==> src/rtl/pwm_pkg.sv <==
// Shared types and constants for the PWM capture block.
package pwm_pkg;

  // Capture FSM: idle, waiting for the first rise, then alternating high/low measurement.
  typedef enum logic [1:0] {
    ST_IDLE      = 2'd0,
    ST_ARMED     = 2'd1,
    ST_MEAS_HIGH = 2'd2,
    ST_MEAS_LOW  = 2'd3
  } pwm_cap_state_t;

  // Fewer than two synchronizer flops is never safe on an asynchronous input.
  localparam int PWM_SYNC_MIN = 2;

endpackage

==> src/rtl/sync_edge.sv <==
// Synchronizes an asynchronous level and produces registered rise/fall pulses.
// The level output is the previous-level flop, so it lines up with rise/fall.
module sync_edge
  import pwm_pkg::*;
#(
  parameter int SYNC_STAGES = 2
) (
  input  logic clk,
  input  logic rst,
  input  logic din,
  output logic level,
  output logic rise,
  output logic fall
);

  localparam int S = (SYNC_STAGES < PWM_SYNC_MIN) ? PWM_SYNC_MIN : SYNC_STAGES;

  logic [S-1:0] sync_q, sync_d;
  logic         prev_q, prev_d;
  logic         rise_q, rise_d;
  logic         fall_q, fall_d;

  // Next-state of the synchronizer chain, previous-level flop and edge pulses.
  always_comb begin
    sync_d = {sync_q[S-2:0], din};
    prev_d = sync_q[S-1];
    rise_d = sync_q[S-1] & ~prev_q;
    fall_d = ~sync_q[S-1] & prev_q;
  end

  // All conditioning flops clear on reset, so a high input yields one rise afterwards.
  always_ff @(posedge clk) begin
    if (rst) begin
      sync_q <= '0;
      prev_q <= 1'b0;
      rise_q <= 1'b0;
      fall_q <= 1'b0;
    end else begin
      sync_q <= sync_d;
      prev_q <= prev_d;
      rise_q <= rise_d;
      fall_q <= fall_d;
    end
  end

  assign level = prev_q;
  assign rise  = rise_q;
  assign fall  = fall_q;

endmodule

==> src/rtl/pwm_capture.sv <==
// Measures period and high time of an incoming PWM signal in clk cycles,
// flags stuck inputs with a timeout record, and hands results out through
// a single-entry valid/ready register with a sticky overrun flag.
module pwm_capture
  import pwm_pkg::*;
#(
  parameter int N           = 16,
  parameter int SYNC_STAGES = 2
) (
  input  logic         clk,
  input  logic         rst,
  input  logic         ena,
  input  logic         pwm_in,
  output logic [N-1:0] period_count,
  output logic [N-1:0] high_count,
  output logic         timeout,
  output logic         valid,
  input  logic         ready,
  output logic         overrun
);

  localparam logic [N-1:0] MAX = {N{1'b1}};
  localparam logic [N-1:0] ONE = {{(N-1){1'b0}}, 1'b1};

  typedef struct packed {
    logic [N-1:0] period;
    logic [N-1:0] high;
    logic         timeout;
  } pwm_result_t;

  // Counters stop at MAX instead of wrapping.
  function automatic logic [N-1:0] sat_inc(input logic [N-1:0] v);
    return (v == MAX) ? MAX : v + ONE;
  endfunction

  logic level, rise, fall;

  sync_edge #(.SYNC_STAGES(SYNC_STAGES)) u_sync_edge (
    .clk  (clk),
    .rst  (rst),
    .din  (pwm_in),
    .level(level),
    .rise (rise),
    .fall (fall)
  );

  pwm_cap_state_t state_q, state_d;
  logic [N-1:0]   cnt_period_q, cnt_period_d;
  logic [N-1:0]   cnt_high_q, cnt_high_d;
  pwm_result_t    res_q, res_d;
  logic           valid_q, valid_d;
  logic           overrun_q, overrun_d;
  logic           emit;
  pwm_result_t    emit_res;

  // Measurement FSM: counts period/high time between rises and raises emit with a result.
  always_comb begin
    state_d      = state_q;
    cnt_period_d = cnt_period_q;
    cnt_high_d   = cnt_high_q;
    emit         = 1'b0;
    emit_res     = '0;
    if (!ena) begin
      // Any partial period is discarded.
      state_d      = ST_IDLE;
      cnt_period_d = '0;
      cnt_high_d   = '0;
    end else if (state_q == ST_IDLE) begin
      state_d      = ST_ARMED;
      cnt_period_d = '0;
      cnt_high_d   = '0;
    end else if (cnt_period_q == MAX && !rise) begin
      // Dead input: report a timeout record and wait for a fresh rise.
      emit             = 1'b1;
      emit_res.period  = MAX;
      emit_res.high    = level ? MAX : '0;
      emit_res.timeout = 1'b1;
      state_d          = ST_ARMED;
      cnt_period_d     = '0;
      cnt_high_d       = '0;
    end else begin
      case (state_q)
        ST_ARMED: begin
          if (rise) begin
            cnt_period_d = ONE;
            cnt_high_d   = ONE;
            state_d      = ST_MEAS_HIGH;
          end else begin
            cnt_period_d = sat_inc(cnt_period_q);
          end
        end
        ST_MEAS_HIGH: begin
          cnt_period_d = sat_inc(cnt_period_q);
          if (fall) begin
            state_d = ST_MEAS_LOW;
          end else begin
            cnt_high_d = sat_inc(cnt_high_q);
          end
        end
        ST_MEAS_LOW: begin
          if (rise) begin
            emit             = 1'b1;
            emit_res.period  = cnt_period_q;
            emit_res.high    = cnt_high_q;
            emit_res.timeout = 1'b0;
            cnt_period_d     = ONE;
            cnt_high_d       = ONE;
            state_d          = ST_MEAS_HIGH;
          end else begin
            cnt_period_d = sat_inc(cnt_period_q);
          end
        end
        default: begin
          state_d = ST_IDLE;
        end
      endcase
    end
  end

  // Output register: load when empty or being drained, otherwise drop and flag overrun.
  always_comb begin
    res_d     = res_q;
    valid_d   = valid_q;
    overrun_d = overrun_q;
    if (emit) begin
      if (!valid_q || ready) begin
        res_d   = emit_res;
        valid_d = 1'b1;
      end else begin
        overrun_d = 1'b1;
      end
    end else if (valid_q && ready) begin
      valid_d = 1'b0;
    end
  end

  // State, counters and result register; everything visible clears on reset.
  always_ff @(posedge clk) begin
    if (rst) begin
      state_q      <= ST_IDLE;
      cnt_period_q <= '0;
      cnt_high_q   <= '0;
      res_q        <= '0;
      valid_q      <= 1'b0;
      overrun_q    <= 1'b0;
    end else begin
      state_q      <= state_d;
      cnt_period_q <= cnt_period_d;
      cnt_high_q   <= cnt_high_d;
      res_q        <= res_d;
      valid_q      <= valid_d;
      overrun_q    <= overrun_d;
    end
  end

  assign period_count = res_q.period;
  assign high_count   = res_q.high;
  assign timeout      = res_q.timeout;
  assign valid        = valid_q;
  assign overrun      = overrun_q;

endmodule

==> config.mk <==
export PLATFORM = sky130hd
export DESIGN_NAME = pwm_capture
export DESIGN_NICKNAME = d
export VERILOG_FILES = /design/src/rtl/pwm_pkg.sv /design/src/rtl/sync_edge.sv /design/src/rtl/pwm_capture.sv
export SDC_FILE = /design/constraint.sdc
export NUM_CORES = 1
export LEC_CHECK = 0
export ABC_AREA = 1
export CAP_MARGIN = 5
export CORE_MARGIN = 4
export CORE_UTILIZATION = 57
export CTS_BUF_LIST = sky130_fd_sc_hd__clkbuf_4 sky130_fd_sc_hd__clkbuf_8 sky130_fd_sc_hd__clkbuf_16
export DETAILED_ROUTE_END_ITERATION = 8
export GPL_ROUTABILITY_DRIVEN = 0
export PLACE_DENSITY_LB_ADDON = 0.12
export SYNTH_ARGS = -nofsm -noshare
export SYNTH_HDL_FRONTEND = slang
export SYNTH_SLANG_ARGS = --single-unit
==> constraint.sdc <==
create_clock -name clk -period 2.2 [get_ports clk]
set_input_delay 0.33 -clock clk [delete_from_list [all_inputs] [get_ports clk]]
set_output_delay 0.33 -clock clk [all_outputs]
set_load 0.01 [all_outputs]
Word-level counts from Yosys, hierarchy flattened

Cells that the tools add are included.

Register bits after elaboration: 74
Output and inout port bits: 35
Word-level logic and storage cells: 75

$add $sub $neg: 2
Equal/unequal tests: 11
Muxes and demuxes: 26
Bitwise logic cells: 6
Reduce and logical (&&, ||, !) cells: 17

Operators by type and width:

| kind                  | number |
|---|---|
| $mux 33               | 5 |
| $mux 16               | 6 |
| $pmux 16 s2           | 2 |
| $add 16x1->16 const B | 2 |
| $eq 16x16->1 const B  | 2 |
| $mux 1                | 10 |
| $reduce_and 2->1      | 5 |
| $ne 2x1->1 const B    | 3 |
| $eq 2x2->1 const B    | 2 |
| $mux 2                | 2 |
| $ne 4x1->1 const B    | 1 |
| $ne 4x3->1 const B    | 1 |
| $not 1->1             | 4 |
| $pmux 2 s2            | 1 |
| $reduce_bool 2->1     | 2 |
| $reduce_or 2->1       | 2 |
| $reduce_or 4->1       | 1 |
| $reduce_and 3->1      | 1 |
| $and 1x1->1           | 2 |
| $eq 2x1->1 const B    | 1 |
| $logic_and 1x1->1     | 2 |
| $logic_not 1->1       | 2 |
| $logic_not 2->1       | 1 |
| $ne 2x2->1 const B    | 1 |
| $logic_or 1x1->1      | 1 |

Depth between registers and ports, before layout

Gate-level depths: netlist of run 1.

Word-level depth: 7
Mapped depth: 12
Gate-level depth less buffers: 11

Modules after synthesis

From an unflattened synthesis of run 1, not the netlist that was laid out.

Cell total of the unflattened synthesis: 608
Area total of the unflattened synthesis: 3,923.8 µm²

Modules (own cells, without submodules):

| module      | times used | cells an instance | area each (µm²) | seq. area each (µm²) |
|---|---|---|---|---|
| pwm_capture | 1          | 593               | 3,783.6         | 1,381.3 |
| sync_edge   | 1          | 15                | 140.1           | 100.1 |

Worst setup path before layout of run 1

No wires, ideal clock.

Path type: register -> register
Start point: reg cnt_period_q[0]
End point: reg res_q, in the netlist high_count[11]
Data arrival time: 1.586 ns
Required time: 2.085 ns
Slack: 0.499 ns
Cell stages (with the launch flop): 12
Path buffers: 1
Period minus slack after synthesis: 1.701 ns
Path through: dfxtp_1 -> ha_1 -> nand2_1 -> nor2_2 -> nand2_2 -> nor2_4 -> nand3_2 -> buf_6 -> nand3_1 -> nand3_1 -> nand2_1 -> nor2_1

Cells in the longest elaborated chain, start to end: 6
Elaborated cells between the ends (all ways): 9
Classes of those cells: eq/ne (1); mux (6); reduce/logical (2)

Ends and longest elaborated chain:

| item                       | RTL line           | source |
|---|---|---|
| start: declaration         | pwm_capture.sv:48  | `logic [N-1:0] cnt_period_q, cnt_period_d;` |
| start signal: assignment   | pwm_capture.sv:148 | `cnt_period_q <= cnt_period_d;` |
| $eq 16x16->1 (*)           | pwm_capture.sv:72  | `end else if (cnt_period_q == MAX && !rise) begin` |
| $logic_and 1x1->1 (*)      | pwm_capture.sv:72  |  |
| $mux 1                     | pwm_capture.sv:72  |  |
| $mux 1                     | pwm_capture.sv:68  | `end else if (state_q == ST_IDLE) begin` |
| $mux 1                     | pwm_capture.sv:63  | `if (!ena) begin` |
| $reduce_and 2->1 (no line) | -                  |  |
| end signal: assignment     | pwm_capture.sv:150 | `res_q <= res_d;` |
| end: declaration           | pwm_capture.sv:50  | `pwm_result_t res_q, res_d;` |

Every way passes the cells marked *; elsewhere a longest branch is shown, timed or not.
A chain may end at the register's enable or synchronous reset.

Final worst setup path of run 1

Start point: reg cnt_period_q[1]
End point: reg cnt_high_q[3]

Cells in the longest elaborated chain, start to end: 3

Ends and longest elaborated chain:

| item                      | RTL line           | source |
|---|---|---|
| $eq 16x16->1              | pwm_capture.sv:72  |  |
| $logic_and 1x1->1         | pwm_capture.sv:72  |  |
| $reduce_or 4->1 (no line) | -                  |  |
| end signal: assignment    | pwm_capture.sv:149 | `cnt_high_q <= cnt_high_d;` |
| end: declaration          | pwm_capture.sv:49  | `logic [N-1:0] cnt_high_q, cnt_high_d;` |

Every way passes these cells.

==> impl_metrics.ini, run 1 <==
[clocking]
cts_buffers = 9
tritoncts = done
clk_path_buf_depth = 2
htree_levels = 3
clkTransAtPathRegs_ns = 0.08
clock-root-buffer = clkbuf_8
worstSkewPairLatency_ns = 0.35
cts_sinks = 74
cts_setup_buffers = 0

[final_layout]
drive_gt1_share_pct = 7.35
design_area_mm2 = 0.00473
syn2layout_area_growth_pct = 17.8
antenna_cells = 0
fin_cells = 776
finalNetCount = 682

[timing]
hold_viol = 0
final.setup_skew_ns = 0.00676
layout_setup_ws_ns = 0.159
slew_headroom_pct = 66.4
rsz0062_at_grt = yes
min_period_ns = 2.04
setup_tns_ns = 0
max_freq_mhz = 490
worst_pin_slew_ns = 0.504
setup_viol = 0
fin_hold_ws_ns = 0.422
drv_slew = 0
period_share_pct = 92.8

[critical_path]
path_cells = ha_1 > nand2_1 > nor2_2 > nand2_2 > nor2_4 > nand2_8 > nand3_1 > buf_4 > a21oi_1
cp-start-kind = register
rr_worst_depth = 9
slowest_delay_ns = 0.39
r2r-start = cnt_period_q[1]$_SDFFE_PP0P_
critPathKind = reg -> reg
cp.required_ns = 2.42
arrival_ns = 2.26
r2r-end = cnt_high_q[3]$_SDFFE_PP0P_
cp_top_family = simple AND/OR/NAND/NOR gates
critPathMaxFanout = 34
critical_path_buf_inv_count = 1
reg2reg_slack_ns = 0.16
slowest_stage = dfxtp_1
end_kind = register

[grt]
antenna_found_initial = 0
overflow = 0
groute.usage.overall_pct = 24.9
grt_first_pass_wirelength_mm = 17.2
grt_max_degree = 42
grt_pass1_vias = 3711

[worst_hold_path]
min_from = u_sync_edge.sync_q[0]$_SDFF_PP0_
hold_path_end = u_sync_edge.sync_q[1]$_SDFF_PP0_
worstHoldPathType = reg -> reg
hold_depth = 2

[placed_design]
placed_cell_area_mm2 = 0.00448
io_buffer_count = 39
hpwlAfterDp_mm = 7.17
dp_cells = 760
pre_cts_slack_ns = 0.176

[logic_synthesis]
ys_seq_area_share_pct = 36.9
synth_top_area_share_pct = 36.9
yosys-top-cells-area = dfxtp_1, nand2_1, nor2_1, a21oi_1, nand3_1
synth_top_area_cell = dfxtp_1
synth-warning-count = 0
ys_seq_elements = 74
synth.distinct_cells = 30
synth_cells = 639
syn_area_mm2 = 0.00401
synth_nets = 646
syn_avg_cell_area_um2 = 6.28

[floorplan]
rows = 30
core-area_mm2 = 0.00683
start_util_pct = 58.7
dieArea_mm2 = 0.00844
num_io_pins = 40
die-width_um = 91.9
fp.dieH_um = 91.9

[drt]
route.detailed.drc = 0
route.met2.wl_mm = 5.04
wl_met1_mm = 4.22
drtIter0Drc = 249
first_pass_iters = 4
finalWirelength_mm = 9.92
avgViaCountPerCell = 5.21
top_layer_used = met4
vias = 4046
drtAntennaViolNets = 0
wl_met3_um = 430
routedWlPerCell_um = 12.8

[pwr]
p_per_area_mw_per_mm2 = 557
ir_worst_vdd_mv = 0.442
p_leak_uw = 0.00193

[run_status]
status = complete, no violations

[run]
cap_violations = 0
## stage by stage
| stage | total power [uW] | utilization, % |
|---|---|---|
| after detailed placement | 1450 | 65.6 |
| after global routing | 2710 | 69.2 |
| after global placement | 1440 | 65.6 |
| after CTS | 2650 | 68.9 |
| after floorplan | 1420 | - |
| final | 2630 | 69.2 |
## cell families (layout without fill, tap and decap cells)
logic type / count (synthesis) / in the layout / synth area share [%]
fa+ha+maj: 2 / 2 / 0.624
simple gates: 374 / 374 / 39.3
compound gates: 91 / 91 / 11.9
xor+xnor: 6 / 6 / 1.31
buf+inv: 92 / 133 / 9.92
flops: 74 / 74 / 36.9
## worst max path at each step
| stage | start | to | slack (ns) | cells after the start |
|---|---|---|---|---|
| floorplan | cnt_period_q[0]$_SDFFE_PP0P_ | high_count[11]$_SDFFE_PP0P_ | 0.50 | 11 |
| global placement | cnt_period_q[1]$_SDFFE_PP0P_ | cnt_high_q[1]$_SDFFE_PP0P_ | 0.26 | 9 |
| detailed placement | cnt_period_q[1]$_SDFFE_PP0P_ | cnt_high_q[6]$_SDFFE_PP0P_ | 0.18 | 9 |
| CTS | cnt_period_q[1]$_SDFFE_PP0P_ | cnt_high_q[3]$_SDFFE_PP0P_ | 0.14 | 9 |
| global route | cnt_period_q[1]$_SDFFE_PP0P_ | cnt_high_q[3]$_SDFFE_PP0P_ | -0.01 | 9 |
| finish | cnt_period_q[1]$_SDFFE_PP0P_ | cnt_high_q[3]$_SDFFE_PP0P_ | 0.16 | 9 |
## flip-flops by register name, indices dropped and copies added, names as in the netlist
register,cells
state_q,2
valid,1
u_sync_edge.fall,1
cnt_period_q,16
u_sync_edge.sync_q,2
u_sync_edge.rise,1
u_sync_edge.level,1
high_count,16
timeout,1
overrun,1
period_count,16
cnt_high_q,16
## power by group
group / switching (uW) / leakage (uW) / total, uW / internal, uW
clock: 543 / 0.000112 / 1210 / 672
sequential: 2.79 / 0.000597 / 1350 / 1340
combinational: 48.7 / 0.00122 / 69.9 / 21.2
total: 595 / 0.00193 / 2630 / 2040
## layout make-up
class                           count  area [um^2]
Multi-Input combinational cell    473         2150
Fill cell                         632         2110
Sequential cell                    74         1480
Timing Repair Buffer               56          518
Inverter                           61          229
Clock buffer                       10          138
Tap cell                           96          120
Clock inverter                      6         90.1
## layer usage
metal	GRT usage [%]	vias to the layer above
met4	10.0	0
met5	0	-
met1	31.4	1831
met3	3.61	22
met2	42.6	97
li1	-	2096
## Yosys cell counts
master      n
clkinv_1    2
buf_2      12
o211ai_1    2
nand4_2     1
xor2_1      5
a32oi_1     1
a31oi_1     7
o21ai_0    23
clkbuf_1   13
nand3_1    52
nor2_1     91
nor3_1     10
o21ai_2     1
nand3_2     1
buf_6       5
nand4_1     5
xnor2_1     1
nor2_2      2
or2_2       2
nand2_4     3
inv_1      58
nand3b_1    2
ha_1        2
nand2_1   200
a21oi_1    57
nand2_2     2
dfxtp_1    74
nor2_4      3
buf_1       1
inv_2       1
## worst min-delay path: cells and delay by family (launching register included)
kind | cells | cell delay, ns
flip-flops | 1 | 0.30
AND/OR/NAND/NOR | 1 | 0.03
buffers and inverters | 1 | 0.04
## cells in the final DEF (no fill, tap or decap), drive strengths merged
cell type	n
a21oi	57
a31oi	7
a32oi	1
buf	17
bufinv	2
clkbuf	10
clkdlybuf4s50	39
clkinv	5
clkinvlp	1
dfxtp	74
ha	2
inv	59
nand2	205
nand3	53
nand3b	2
nand4	6
nor2	96
nor3	10
o211ai	2
o21ai	24
or2	2
xnor2	1
xor2	5
## timing repair
item / CTS / global route
resized for setup: 0 / 2
hold buffers: 0 / 0
setup endpoints to repair: 0 / 35
Power figures use the tool's default switching activity.
==> run 2: changes to the inputs <==
==> constraint.sdc (replaced) <==
create_clock -name clk -period 2.2 [get_ports clk]
set_input_delay 0.44 -clock clk [delete_from_list [all_inputs] [get_ports clk]]
set_output_delay 0.44 -clock clk [all_outputs]
set_load 0.01 [all_outputs]
==> run 2 against run 1 <==
  * First-iteration DRC count fell by 12%
  * Final area down 0.50%
  * Sequential power hardly changed
  * Core utilization down 0.35 points
  * Worst hold slack worse by 0.0031 ns
  * Critical path depth stayed put
  * Non-clock buffer count up 2
  * Sequential share of layout area is 0.16 points higher
  * Power shrank 6.0%
  * Die area did not move
  * Cell count is 0.13% higher
  * Critical endpoint is now cnt_high_q[1]$_SDFFE_PP0P_
  * Largest power group unchanged
  * Highest routed layer unchanged
==> impl_metrics.ini, run 2 (synthesis gave the netlist of run 1 again) <==
[run_status]
status = complete, no violations

[final_layout]
final_util_pct = 68.8
syn2layout_area_growth_pct = 17.3
finalNetCount = 684
layout_commonest_cell = nand2_1
fillers = 631
drive_gt1_share_pct = 7.49
antenna_cells = 0
mostFrequentLayoutCells = nand2_1, nor2_1, dfxtp_1

[critical_path]
r2r-start = cnt_period_q[0]$_SDFFE_PP0P_
slowest_delay_ns = 0.40
critPathMaxFanout = 34
reg2reg_slack_ns = 0.20
arrival_ns = 2.22
cp.required_ns = 2.42
end_kind = register
critPathKind = reg -> reg
cp-start-kind = register
path_cells = ha_1 > nand2_1 > nor2_2 > nand2_2 > nor2_4 > nand2_4 > nand3_1 > buf_4 > a31oi_1
slowest_stage = dfxtp_1
r2r-end = cnt_high_q[1]$_SDFFE_PP0P_
rr_worst_depth = 9

[floorplan]
dieArea_mm2 = 0.00844
fp.dieH_um = 91.9
start_util_pct = 58.7
rows = 30
core-area_mm2 = 0.00683
die-width_um = 91.9
num_io_pins = 40

[pwr]
p_per_area_mw_per_mm2 = 526
p_leak_uw = 0.00192
ir_worst_vdd_mv = 0.423

[timing]
max_freq_mhz = 500
rsz0062_at_grt = yes
final.setup_skew_ns = 0.00496
layout_setup_ws_ns = 0.199
setup_tns_ns = 0
min_period_ns = 2.00
setup_viol = 0
hold_viol = 0
worst_pin_slew_ns = 0.413
drv_slew = 0
fin_hold_ws_ns = 0.419
slew_headroom_pct = 72.3
period_share_pct = 91.0

[grt]
overflow = 0
grt_first_pass_wirelength_mm = 16.8
grt_max_degree = 42
grt_pass1_vias = 3767
antenna_found_initial = 0
groute.usage.overall_pct = 24.6

[drt]
route.detailed.drc = 0
vias = 4059
drtAntennaViolNets = 0
first_pass_iters = 5
avgViaCountPerCell = 5.22
routedWlPerCell_um = 12.6
drtIter0Drc = 219
finalWirelength_mm = 9.77

[worst_hold_path]
hold_path_end = u_sync_edge.rise$_SDFF_PP0_
worstHoldPathType = reg -> reg
min_from = u_sync_edge.level$_SDFF_PP0_
hold_depth = 1

[clocking]
cts_buffers = 9
clkTransAtPathRegs_ns = 0.08
htree_levels = 3
cts.hold.buffers_added = 0
clk_path_buf_depth = 2
clock-root-buffer = clkbuf_8
tritoncts = done
worstSkewPairLatency_ns = 0.35
cts_sinks = 74

[run]
cap_violations = 0

[placed_design]
pre_cts_slack_ns = 0.159
hpwlAfterDp_mm = 7.07
io_buffer_count = 39
[run 2: stage by stage]
stage,power (uW),cell area (um^2),instances
5_1_grt,2560,4700,777
3_5_place_dp,1450,4510,762
6_report,2470,4700,777
4_1_cts,2490,4700,777
3_3_place_gp,1450,4510,762
2_1_floorplan,1420,4010,639
[run 2: layout make-up]
type | instances | area [um^2] | share of cell area [%]
Clock inverter | 5 | 55.1 | 1.17
Inverter | 61 | 229 | 4.87
Multi-Input combinational cell | 473 | 2130 | 45.4
Tap cell | 96 | 120 | 2.55
Timing Repair Buffer | 58 | 546 | 11.6
Clock buffer | 10 | 138 | 2.93
Sequential cell | 74 | 1480 | 31.5
[run 2: critical path, delay by kind of cell, from the launching register on]
kind | cells | cell delay [ns]
simple gates | 6 | 0.96
flops | 1 | 0.40
buf+inv | 1 | 0.23
fa+ha+maj | 1 | 0.22
compound gates | 1 | 0.06
[run 2: power by group]
group,leakage (uW),internal [uW],switching [uW]
clock,0.0000941,544,512
combinational,0.00123,22.5,48.7
sequential,0.000597,1340,2.74
[run 2: how the worst max path moves through the flow]
stage / cells after the start / endpoint / start / slack (ns)
after floorplan: 11 / high_count[11]$_SDFFE_PP0P_ / cnt_period_q[0]$_SDFFE_PP0P_ / 0.50
after global placement: 8 / high_count[6]$_SDFFE_PP0P_ / ena / 0.23
after detailed placement: 8 / period_count[11]$_SDFFE_PP0P_ / ena / 0.16
after CTS: 9 / cnt_high_q[1]$_SDFFE_PP0P_ / cnt_period_q[0]$_SDFFE_PP0P_ / 0.20
after global routing: 9 / cnt_high_q[1]$_SDFFE_PP0P_ / cnt_period_q[0]$_SDFFE_PP0P_ / -0.001
final: 9 / cnt_high_q[1]$_SDFFE_PP0P_ / cnt_period_q[0]$_SDFFE_PP0P_ / 0.20
[run 2: per-layer routing]
metal  wire, um  track usage (%)  share of wire [%]
met5          0                0                  0
met3        422             3.69                4.3
met1       4190             29.6                 43
met4        263             11.0                2.7
met2       4900             43.2                 50
[run 2: timing repair]
item	in CTS	in global routing
hold endpoints to repair	0	0
setup endpoints to repair	0	1
setup buffers	0	0
resized for setup	0	0
==> run 3: changes to the inputs <==
Settings changed: ABC_AREA 1 to not set, CORE_UTILIZATION 57 to 55, CTS_BUF_LIST sky130_fd_sc_hd__clkbuf_4 sky130_fd_sc_hd__clkbuf_8 sky130_fd_sc_hd__clkbuf_16 to not set.
==> run 3 against run 2 <==
  * Final area is 14% lower
  * Clock power rose by 23%
  * Global-route usage down 2.1 points
  * First-iteration DRC count is 0.46% lower
  * Synthesized area down 18%
  * Via count down 29%
  * Clock skew up 0.0035 ns
  * Wire length is 21% lower
  * Fmax is 3.8% higher
  * Non-clock buffer count down 2
  * Cell count is 37% lower
  * Worst hold slack lost 0.0064 ns
==> impl_metrics.ini, run 3 <==
[logic_synthesis]
synth-warning-count = 0
synth_nets = 380
syn_area_mm2 = 0.00331
synth_edf_count = 0
synth.distinct_cells = 51
synth_cells = 373
yosys-top-cells-area = dfxtp_1, nor3_2, a31oi_1, nand3_1, nor2_1
synth_top_area_share_pct = 44.8
synthArstFlopShare_pct = 0
ys_seq_elements = 74
yosys-top-cells-count = dfxtp_1, nor2_1, nand3_1
ys_seq_area_share_pct = 44.8
syn_avg_cell_area_um2 = 8.87
synth.most_common_cell = dfxtp_1
synth_top_area_cell = dfxtp_1
synth-main-ff-cell = dfxtp_1

[final_layout]
fillers = 451
drive_gt1_share_pct = 15.2
finalNetCount = 423
syn2layout_area_growth_pct = 22.1
antenna_cells = 0
multi_input_area_mm2 = 0.00168
layout_commonest_cell = dfxtp_1
mostFrequentLayoutCells = dfxtp_1, clkdlybuf4s50_1, nor2_1
final_util_pct = 71.2
seqCellArea_mm2 = 0.00148
fin_cells = 493

[pwr]
ir_worst_vdd_mv = 0.490
p_leak_uw = 0.00139
p_per_area_mw_per_mm2 = 667

[timing]
rsz0062_at_grt = no
setup_tns_ns = 0
max_freq_mhz = 519
final.setup_skew_ns = 0.00843
layout_setup_ws_ns = 0.272
worst_pin_slew_ns = 0.500
period_share_pct = 87.6
drv_slew = 0
slew_headroom_pct = 66.5
hold_viol = 0
fin_hold_ws_ns = 0.413
min_period_ns = 1.93
setup_viol = 0

[critical_path]
critPathMaxFanout = 11
arrival_ns = 2.16
end_kind = register
critPathKind = reg -> reg
cp-start-kind = register
cp.required_ns = 2.43
rr_worst_depth = 5

[floorplan]
num_io_pins = 40
fp.dieH_um = 85.6
dieArea_mm2 = 0.00732
core-area_mm2 = 0.00568
rows = 27
start_util_pct = 58.3
die-width_um = 85.6

[clocking]
clkTransAtPathRegs_ns = 0.08
htree_levels = 3
clk_path_buf_depth = 2
worstSkewPairLatency_ns = 0.35
clock-root-buffer = clkbuf_8
cts_resized = 0
cts_setup_buffers = 0
cts_buffers = 9
tritoncts = done
cts_sinks = 74
cts.hold.buffers_added = 0

[drt]
drtAntennaViolNets = 0
avgViaCountPerCell = 5.87
finalWirelength_mm = 7.76
route.detailed.drc = 0
routedWlPerCell_um = 15.7
vias = 2895
first_pass_iters = 5
drtIter0Drc = 218

[grt]
grt_max_degree = 40
grt_pass1_vias = 2665
overflow = 0
antenna_found_initial = 0
groute.usage.overall_pct = 22.5
grt_first_pass_wirelength_mm = 13.2

[placed_design]
io_buffer_count = 39
dp_cells = 477
pre_cts_slack_ns = 0.0925
hpwlAfterDp_mm = 5.22

[run_status]
status = complete, no violations

[worst_hold_path]
worstHoldPathType = reg -> reg
hold_depth = 1

[run]
cap_violations = 0
==> run 3: changes by cell type in the layout (fill, tap and decap cells not counted), moves of 5 or more <==
cell     before  now
o21ai_0      23    7
nor2_1       90   32
nor3_1       10   20
and2_1        0    5
and3_1        0    9
nor2b_1       0    6
nand2_1     200   27
a31oi_1       7   25
nor3_2        0   18
a21oi_1      57   20
nand3_1      52   30
inv_1        58    5
and4_1        0    5
==> run 3: report_power, final <==
part           internal, uW  switching [uW]  leakage, uW
combinational          16.9            27.6     0.000675
clock                   786             518     0.000119
sequential             1340            4.22     0.000597
total                  2150             550      0.00139
==> run 3: metal layers <==
layer | part of all wire, % | GRT usage (%) | up-vias | wire [um]
li1 | - | - | 1452 | -
met1 | 50 | 32.4 | 1351 | 3870
met2 | 43 | 32.5 | 78 | 3370
met3 | 4.5 | 3.94 | 14 | 352
met4 | 2.2 | 10.9 | 0 | 172
met5 | 0 | 0 | - | 0
==> run 3: cell type report <==
cell class,count,share of cell area (%)
tap,72,2.23
multi-input combinational,270,41.6
clock buffer,10,3.41
inverter,5,0.465
clock inverter,6,2.82
timing repair buffer,56,12.8
sequential,74,36.7
==> run 3: cell families after synthesis <==
group | Yosys count | share of synthesized area, %
flip-flops | 74 | 44.8
AND/OR/NAND/NOR | 188 | 34.0
XOR/XNOR | 8 | 2.12
adder cells (fa/ha/maj) | 2 | 0.756
AO/OA/AOI/OAI | 72 | 14.0
buffers and inverters | 29 | 4.42
==> run 3: worst paths after layout <==
path	start	to	slack, ns
max	cnt_period_q[0]$_SDFFE_PP0P_	cnt_period_q[1]$_SDFFE_PP0P_	0.27
min	u_sync_edge.sync_q[1]$_SDFF_PP0_	u_sync_edge.fall$_SDFF_PP0_	0.41
max reg2reg	cnt_period_q[0]$_SDFFE_PP0P_	cnt_period_q[1]$_SDFFE_PP0P_	0.27
min reg2reg	u_sync_edge.sync_q[1]$_SDFF_PP0_	u_sync_edge.fall$_SDFF_PP0_	0.41
==> run 3: stage by stage <==
stage | instance area, um^2 | total power [uW]
after floorplan | 3310 | 1410
after detailed placement | 3790 | 1420
final | 4040 | 2700
after global routing | 4040 | 2780
after global placement | 3790 | 1420
after CTS | 4040 | 2720
==> run 3: critical path, cell delays in order (launching register included) <==
cell	delay (ns)
dfxtp_1	0.42
ha_1	0.24
nand3_1	0.15
nor3_4	0.24
nand2b_1	0.30
a2111oi_0	0.47
